[config.mk]
export PLATFORM = sky130hd
export DESIGN_NAME = ssd_scan_driver
export DESIGN_NICKNAME = d
export VERILOG_FILES = /design/src/rtl/ssd_scan_driver.sv
export SDC_FILE = /design/constraint.sdc
export NUM_CORES = 1
export LEC_CHECK = 0
export CAP_MARGIN = 20
export CORE_MARGIN = 3
export CORE_UTILIZATION = 31
export CTS_CLUSTER_DIAMETER = 150
export DETAILED_ROUTE_END_ITERATION = 7
export SETUP_SLACK_MARGIN = 0.3
export SLEW_MARGIN = 25
export SYNTH_ARGS = -nofsm -noshare
export SYNTH_HDL_FRONTEND = slang
export SYNTH_SLANG_ARGS = --single-unit
[constraint.sdc]
create_clock -name clk -period 5.3 [get_ports clk]
set_input_delay 1.06 -clock clk [delete_from_list [all_inputs] [get_ports clk]]
set_output_delay 1.06 -clock clk [all_outputs]
set_load 0.03 [all_outputs]
[src/rtl/ssd_scan_driver.sv]
// ssd_scan_driver: sequential binary-to-BCD converter plus a
// time-multiplexed seven-segment scan driver with sign and blanking.
//
// Ports:
//   clk      in  1           rising-edge clock
//   rst      in  1           asynchronous reset, active-high
//   value    in  DATA_W      number to display, sampled on accepted load
//   load     in  1           start conversion (accepted only when idle)
//   blank_lz in  1           blank leading zeros, sampled with value
//   busy     out 1           conversion in progress
//   done     out 1           one-cycle pulse when new digits are latched
//   LED_out  out 7           segments {g,f,e,d,c,b,a}, active-low
//   Anode    out NUM_DIGITS  digit enables, active-low one-hot
module ssd_scan_driver #(
    parameter int DATA_W      = 13,
    parameter int NUM_DIGITS  = 8,
    parameter int REFRESH_DIV = 100000,
    parameter int SIGNED_EN   = 1
) (
    input  logic                  clk,
    input  logic                  rst,
    input  logic [DATA_W-1:0]     value,
    input  logic                  load,
    input  logic                  blank_lz,
    output logic                  busy,
    output logic                  done,
    output logic [6:0]            LED_out,
    output logic [NUM_DIGITS-1:0] Anode
);

    // Decimal digits needed for 2**DATA_W-1, i.e. ceil(DATA_W*log10(2)).
    function automatic int f_bcd_digits(input int w);
        longint unsigned v;
        int n;
        v = (64'd1 << w) - 64'd1;
        n = 0;
        while (v != 0) begin
            v = v / 10;
            n++;
        end
        return n;
    endfunction

    function automatic logic [6:0] f_seg(input logic [3:0] n);
        case (n)
            4'd0:    return 7'h40;
            4'd1:    return 7'h79;
            4'd2:    return 7'h24;
            4'd3:    return 7'h30;
            4'd4:    return 7'h19;
            4'd5:    return 7'h12;
            4'd6:    return 7'h02;
            4'd7:    return 7'h78;
            4'd8:    return 7'h00;
            4'd9:    return 7'h10;
            default: return 7'h7F;
        endcase
    endfunction

    localparam int BCD_DIGITS = f_bcd_digits(DATA_W);
    localparam int BW    = BCD_DIGITS * 4;
    localparam int IDX_W = $clog2(NUM_DIGITS);
    localparam int CNT_W = $clog2(DATA_W);
    localparam int DIV_W = (REFRESH_DIV > 1) ? $clog2(REFRESH_DIV) : 1;

    typedef enum logic {S_IDLE, S_CONV} state_t;

    state_t                r_state;
    logic                  r_busy;
    logic                  r_done;
    logic [DATA_W-1:0]     r_mag;
    logic [BW-1:0]         r_bcd;
    logic [CNT_W-1:0]      r_cnt;
    logic                  r_neg;
    logic                  r_blank;
    logic [BW-1:0]         r_disp;
    logic                  r_neg_q;
    logic                  r_blank_q;
    logic [DIV_W-1:0]      r_div;
    logic [IDX_W-1:0]      r_scan;
    logic [6:0]            r_led;
    logic [NUM_DIGITS-1:0] r_an;

    logic                  w_neg;
    logic [DATA_W-1:0]     w_mag;
    logic [BW-1:0]         w_adj;
    logic [BW+DATA_W-1:0]  w_shift;
    logic                  w_wrap;
    logic [IDX_W-1:0]      w_scan_nxt;
    logic [IDX_W-1:0]      w_msd;
    logic [IDX_W-1:0]      w_sign_pos;
    logic [3:0]            w_nib [NUM_DIGITS];
    logic [6:0]            w_seg;

    assign busy    = r_busy;
    assign done    = r_done;
    assign LED_out = r_led;
    assign Anode   = r_an;

    // Magnitude stays DATA_W bits unsigned so the most negative value is exact.
    assign w_neg = (SIGNED_EN != 0) && value[DATA_W-1];
    assign w_mag = w_neg ? (~value + DATA_W'(1)) : value;

    always_comb begin
        w_adj = r_bcd;
        for (int d = 0; d < BCD_DIGITS; d++) begin
            if (r_bcd[d*4 +: 4] >= 4'd5)
                w_adj[d*4 +: 4] = r_bcd[d*4 +: 4] + 4'd3;
        end
    end

    assign w_shift = {w_adj[BW-2:0], r_mag, 1'b0};

    always_ff @(posedge clk or posedge rst) begin
        if (rst) begin
            r_state   <= S_IDLE;
            r_busy    <= 1'b0;
            r_done    <= 1'b0;
            r_mag     <= '0;
            r_bcd     <= '0;
            r_cnt     <= '0;
            r_neg     <= 1'b0;
            r_blank   <= 1'b0;
            r_disp    <= '0;
            r_neg_q   <= 1'b0;
            r_blank_q <= 1'b0;
        end else begin
            r_done <= 1'b0;
            case (r_state)
                S_IDLE: begin
                    if (load) begin
                        r_mag   <= w_mag;
                        r_bcd   <= '0;
                        r_cnt   <= '0;
                        r_neg   <= w_neg;
                        r_blank <= blank_lz;
                        r_busy  <= 1'b1;
                        r_state <= S_CONV;
                    end
                end
                S_CONV: begin
                    r_bcd <= w_shift[BW+DATA_W-1:DATA_W];
                    r_mag <= w_shift[DATA_W-1:0];
                    r_cnt <= r_cnt + CNT_W'(1);
                    if (r_cnt == CNT_W'(DATA_W - 1)) begin
                        r_disp    <= w_shift[BW+DATA_W-1:DATA_W];
                        r_neg_q   <= r_neg;
                        r_blank_q <= r_blank;
                        r_busy    <= 1'b0;
                        r_done    <= 1'b1;
                        r_state   <= S_IDLE;
                    end
                end
                default: r_state <= S_IDLE;
            endcase
        end
    end

    for (genvar g = 0; g < NUM_DIGITS; g++) begin : g_nib
        if (g < BCD_DIGITS) begin : g_bcd
            assign w_nib[g] = r_disp[g*4 +: 4];
        end else begin : g_zero
            assign w_nib[g] = 4'd0;
        end
    end

    always_comb begin
        w_msd = '0;
        for (int i = 0; i < BCD_DIGITS; i++) begin
            if (r_disp[i*4 +: 4] != 4'd0)
                w_msd = IDX_W'(i);
        end
    end

    assign w_sign_pos = r_blank_q ? (w_msd + IDX_W'(1))
                                  : IDX_W'(NUM_DIGITS - 1);

    assign w_wrap = (r_div == DIV_W'(REFRESH_DIV - 1));

    always_comb begin
        w_scan_nxt = r_scan;
        if (w_wrap)
            w_scan_nxt = (r_scan == IDX_W'(NUM_DIGITS - 1)) ? '0
                                                            : r_scan + IDX_W'(1);
    end

    // Segments are computed for the index being entered so that
    // Anode and LED_out move together on the same edge.
    always_comb begin
        w_seg = f_seg(w_nib[w_scan_nxt]);
        if (r_blank_q && (w_scan_nxt > w_msd))
            w_seg = 7'h7F;
        if (r_neg_q && (w_scan_nxt == w_sign_pos))
            w_seg = 7'h3F;
    end

    always_ff @(posedge clk or posedge rst) begin
        if (rst) begin
            r_div  <= '0;
            r_scan <= '0;
            r_led  <= 7'h7F;
            r_an   <= '1;
        end else begin
            r_div  <= w_wrap ? '0 : r_div + DIV_W'(1);
            r_scan <= w_scan_nxt;
            r_led  <= w_seg;
            r_an   <= ~(NUM_DIGITS'(1) << w_scan_nxt);
        end
    end

endmodule

==> impl_metrics.tcl <==
set metrics [dict create \
    clock_path_buffers 2 \
    hold_viol_final 0 \
    clock_skew_ns 0.00801 \
    area_delta_synth_final_pct 17.3 \
    worstHoldPathType "reg2reg" \
    finalCriticalPeriod_ns 3.94 \
    drtAntennaViolNets 0 \
    grt_max_degree 51 \
    synthDominantCellAreaShare_pct 38.8 \
    slew_headroom_pct 43.3 \
    register_area_sq_um 2300 \
    cp_max_fo 15 \
    finalSetupViolCount 0 \
    p_per_area_nw_per_um2 487 \
    grt_overflow 0 \
    grt.total_usage_pct 11.9 \
    cts_tree "built" \
    path_class "reg2reg" \
    yosys_register_bits 91 \
    start_util_pct 32.0 \
    cp.arrival_ns 4.16 \
    slew_viol_final 0 \
    postCtsHoldBufs 0 \
    reg2reg_from "r_div[13]" \
    status "finished, final reports clean" \
    post-cts-setup-buffers 0 \
    die_area_sq_um 17400 \
    syn-cell-area_sq_um 4900 \
    cts.sinks 91 \
    via_count 3721 \
    wirelength_um 10100 \
    design_area_sq_um 5750 \
    post_dp_cell_area_sq_um 5460 \
    num_antenna_cells 0 \
    layout.nets 586 \
    cp_data_required_time_ns 5.52 \
    dr.pass1.iters 5 \
    wl_per_cell_um 13.3 \
    io_pins 34 \
    core_area_sq_um 15300 \
    timing.final.ws_setup_ns 1.36 \
    rsz0062_at_grt "false" \
    ir_drop_uv 185 \
    grt_pass1_vias 3618 \
    fillers 1560 \
    cts_made_buffers 9 \
    drive_above_1_share_pct 9.40 \
    synth_most_common_cell "nand2_1" \
    drcViolationCount 0 \
    vias_per_cell 4.87 \
    finalPower_mw 2.80 \
    placed_cells 748 \
    die_h_um 132 \
    cellLeakagePower_nw 2.57 \
    hold_slack_ns 0.478 \
    cts_root_buf "clkbuf_16" \
    fin_crit_sh_pct 74.4 \
    synth_edf_count 0 \
    max_slew.worst_pin.slew_ns 0.827 \
    worstSetupStartpointType "register" \
    utilization_pct 37.5 \
    cap_violations 0 \
    first_iter_violations 196 \
    die_w_um 132 \
    startpoint "r_div[13]" \
    crit_path_end_kind "register" \
    multiInputGateArea_sq_um 2420 \
    min-delay-start "r_mag[6]" \
    synthArstFlopShare_pct 100 \
    final_cells 764 \
    num_rows 45 \
    avgSynthCellArea_sq_um 9.42 \
    io_buffers 33 \
    synth_nets 558 \
    htreeDepth 3 \
    synth_top_cells_by_count "nand2_1, dfrtp_1, o21ai_0" \
    fin_setup_tns_ns 0 \
    hpwl_um 7310 \
    gp_congestion 0.848 \
    clk_pin_slew_worst_paths_ns 0.06 \
    yosys_warnings 0 \
    synth.area.top_cells "dfrtp_1, dfstp_2, nand2_1, ha_1, o21ai_0" \
    ys_seq_area_share_pct 46.8 \
    cts_resized 0 \
    grt_pass1_wl_um 17300 \
    ys.flop_type "dfrtp_1" \
    fmax_mhz 254 \
    syn_inst 520 \
    antenna_found_initial 0 \
    synth.distinct_cells 57 \
    yosys.area.top_type "dfrtp_1" \
    insertion_delay_ns 0.34 \
    pre_cts_ws_ns 1.38 \
]
registers in the layout (all words and copies together) (netlist names):
| name | cells |
|---|---|
| r_div | 17 |
| r_blank | 1 |
| LED_out | 7 |
| r_mag | 13 |
| r_blank_q | 1 |
| r_disp | 16 |
| r_neg | 1 |
| busy | 1 |
| r_bcd | 16 |
| r_state | 1 |
| r_neg_q | 1 |
| r_cnt | 4 |
| r_scan | 3 |
| Anode | 8 |
| done | 1 |
cells in the final DEF (no fill, tap or decap), types with 18 or more instances in the layout:
| cell type | count |
|---|---|
| nor2_1 | 20 |
| mux2i_1 | 18 |
| o21ai_0 | 50 |
| a21oi_1 | 18 |
| clkdlybuf4s50_1 | 33 |
| inv_1 | 22 |
| dfrtp_1 | 76 |
| nand2_1 | 99 |
| ha_1 | 21 |
cell type report:
type	instances	area share [%]
Clock inverter	1	0.0871
Inverter	25	1.65
Clock buffer	15	5.01
Timing Repair Buffer	39	6.53
Sequential cell	91	39.9
Multi-Input combinational cell	382	42.2
Tap cell	211	4.59
path summary, 6_finish.rpt:
path	endpoint	slack (ns)	depth (start not counted)
setup / recovery	LED_out[5]	1.36	10
hold / removal	r_mag[7]	0.48	2
setup reg to reg	LED_out[5]	1.36	10
hold reg to reg	r_mag[7]	0.48	2
max in group asynchronous	r_bcd[14]	3.08	3
min in group asynchronous	r_div[4]	1.14	2
cell families (layout without fill, tap and decap cells):
kind of cell | Yosys count | in the layout | share of synthesized area (%)
and+or+nand+nor | 201 | 201 | 19.8
AOI/OAI and AO/OA | 105 | 105 | 13.4
DFF | 91 | 91 | 46.8
buffers and inverters | 47 | 80 | 3.68
xor gates and xnor gates | 29 | 29 | 5.18
muxes | 25 | 25 | 5.59
adders and majority gates | 22 | 22 | 5.57
metal layers:
layer | GRT usage (%) | part of all wire, % | vias to the layer above
met5 | 0 | 0 | -
met3 | 2.75 | 3.4 | 11
li1 | - | - | 1845
met4 | 4.67 | 1.1 | 0
met2 | 19.2 | 47 | 65
met1 | 15.5 | 49 | 1800
worst max-delay path, cell delays in order (launching register included):
cell and delay (ns):
dfrtp_1 0.41, or4b_1 0.56, or4_1 0.75, mux2i_4 0.55, mux2i_1 0.14, mux2_2 0.32
nor2_1 0.21, inv_1 0.12, ha_1 0.24, nor2b_1 0.13, o311ai_0 0.38
power by group:
group,internal [mW],switching [mW],total (mW)
Sequential,0.925,0.193,1.12
Combinational,0.463,0.588,1.05
Clock,0.369,0.259,0.628
Total,1.76,1.04,2.80
Power figures use the tool's default switching activity.
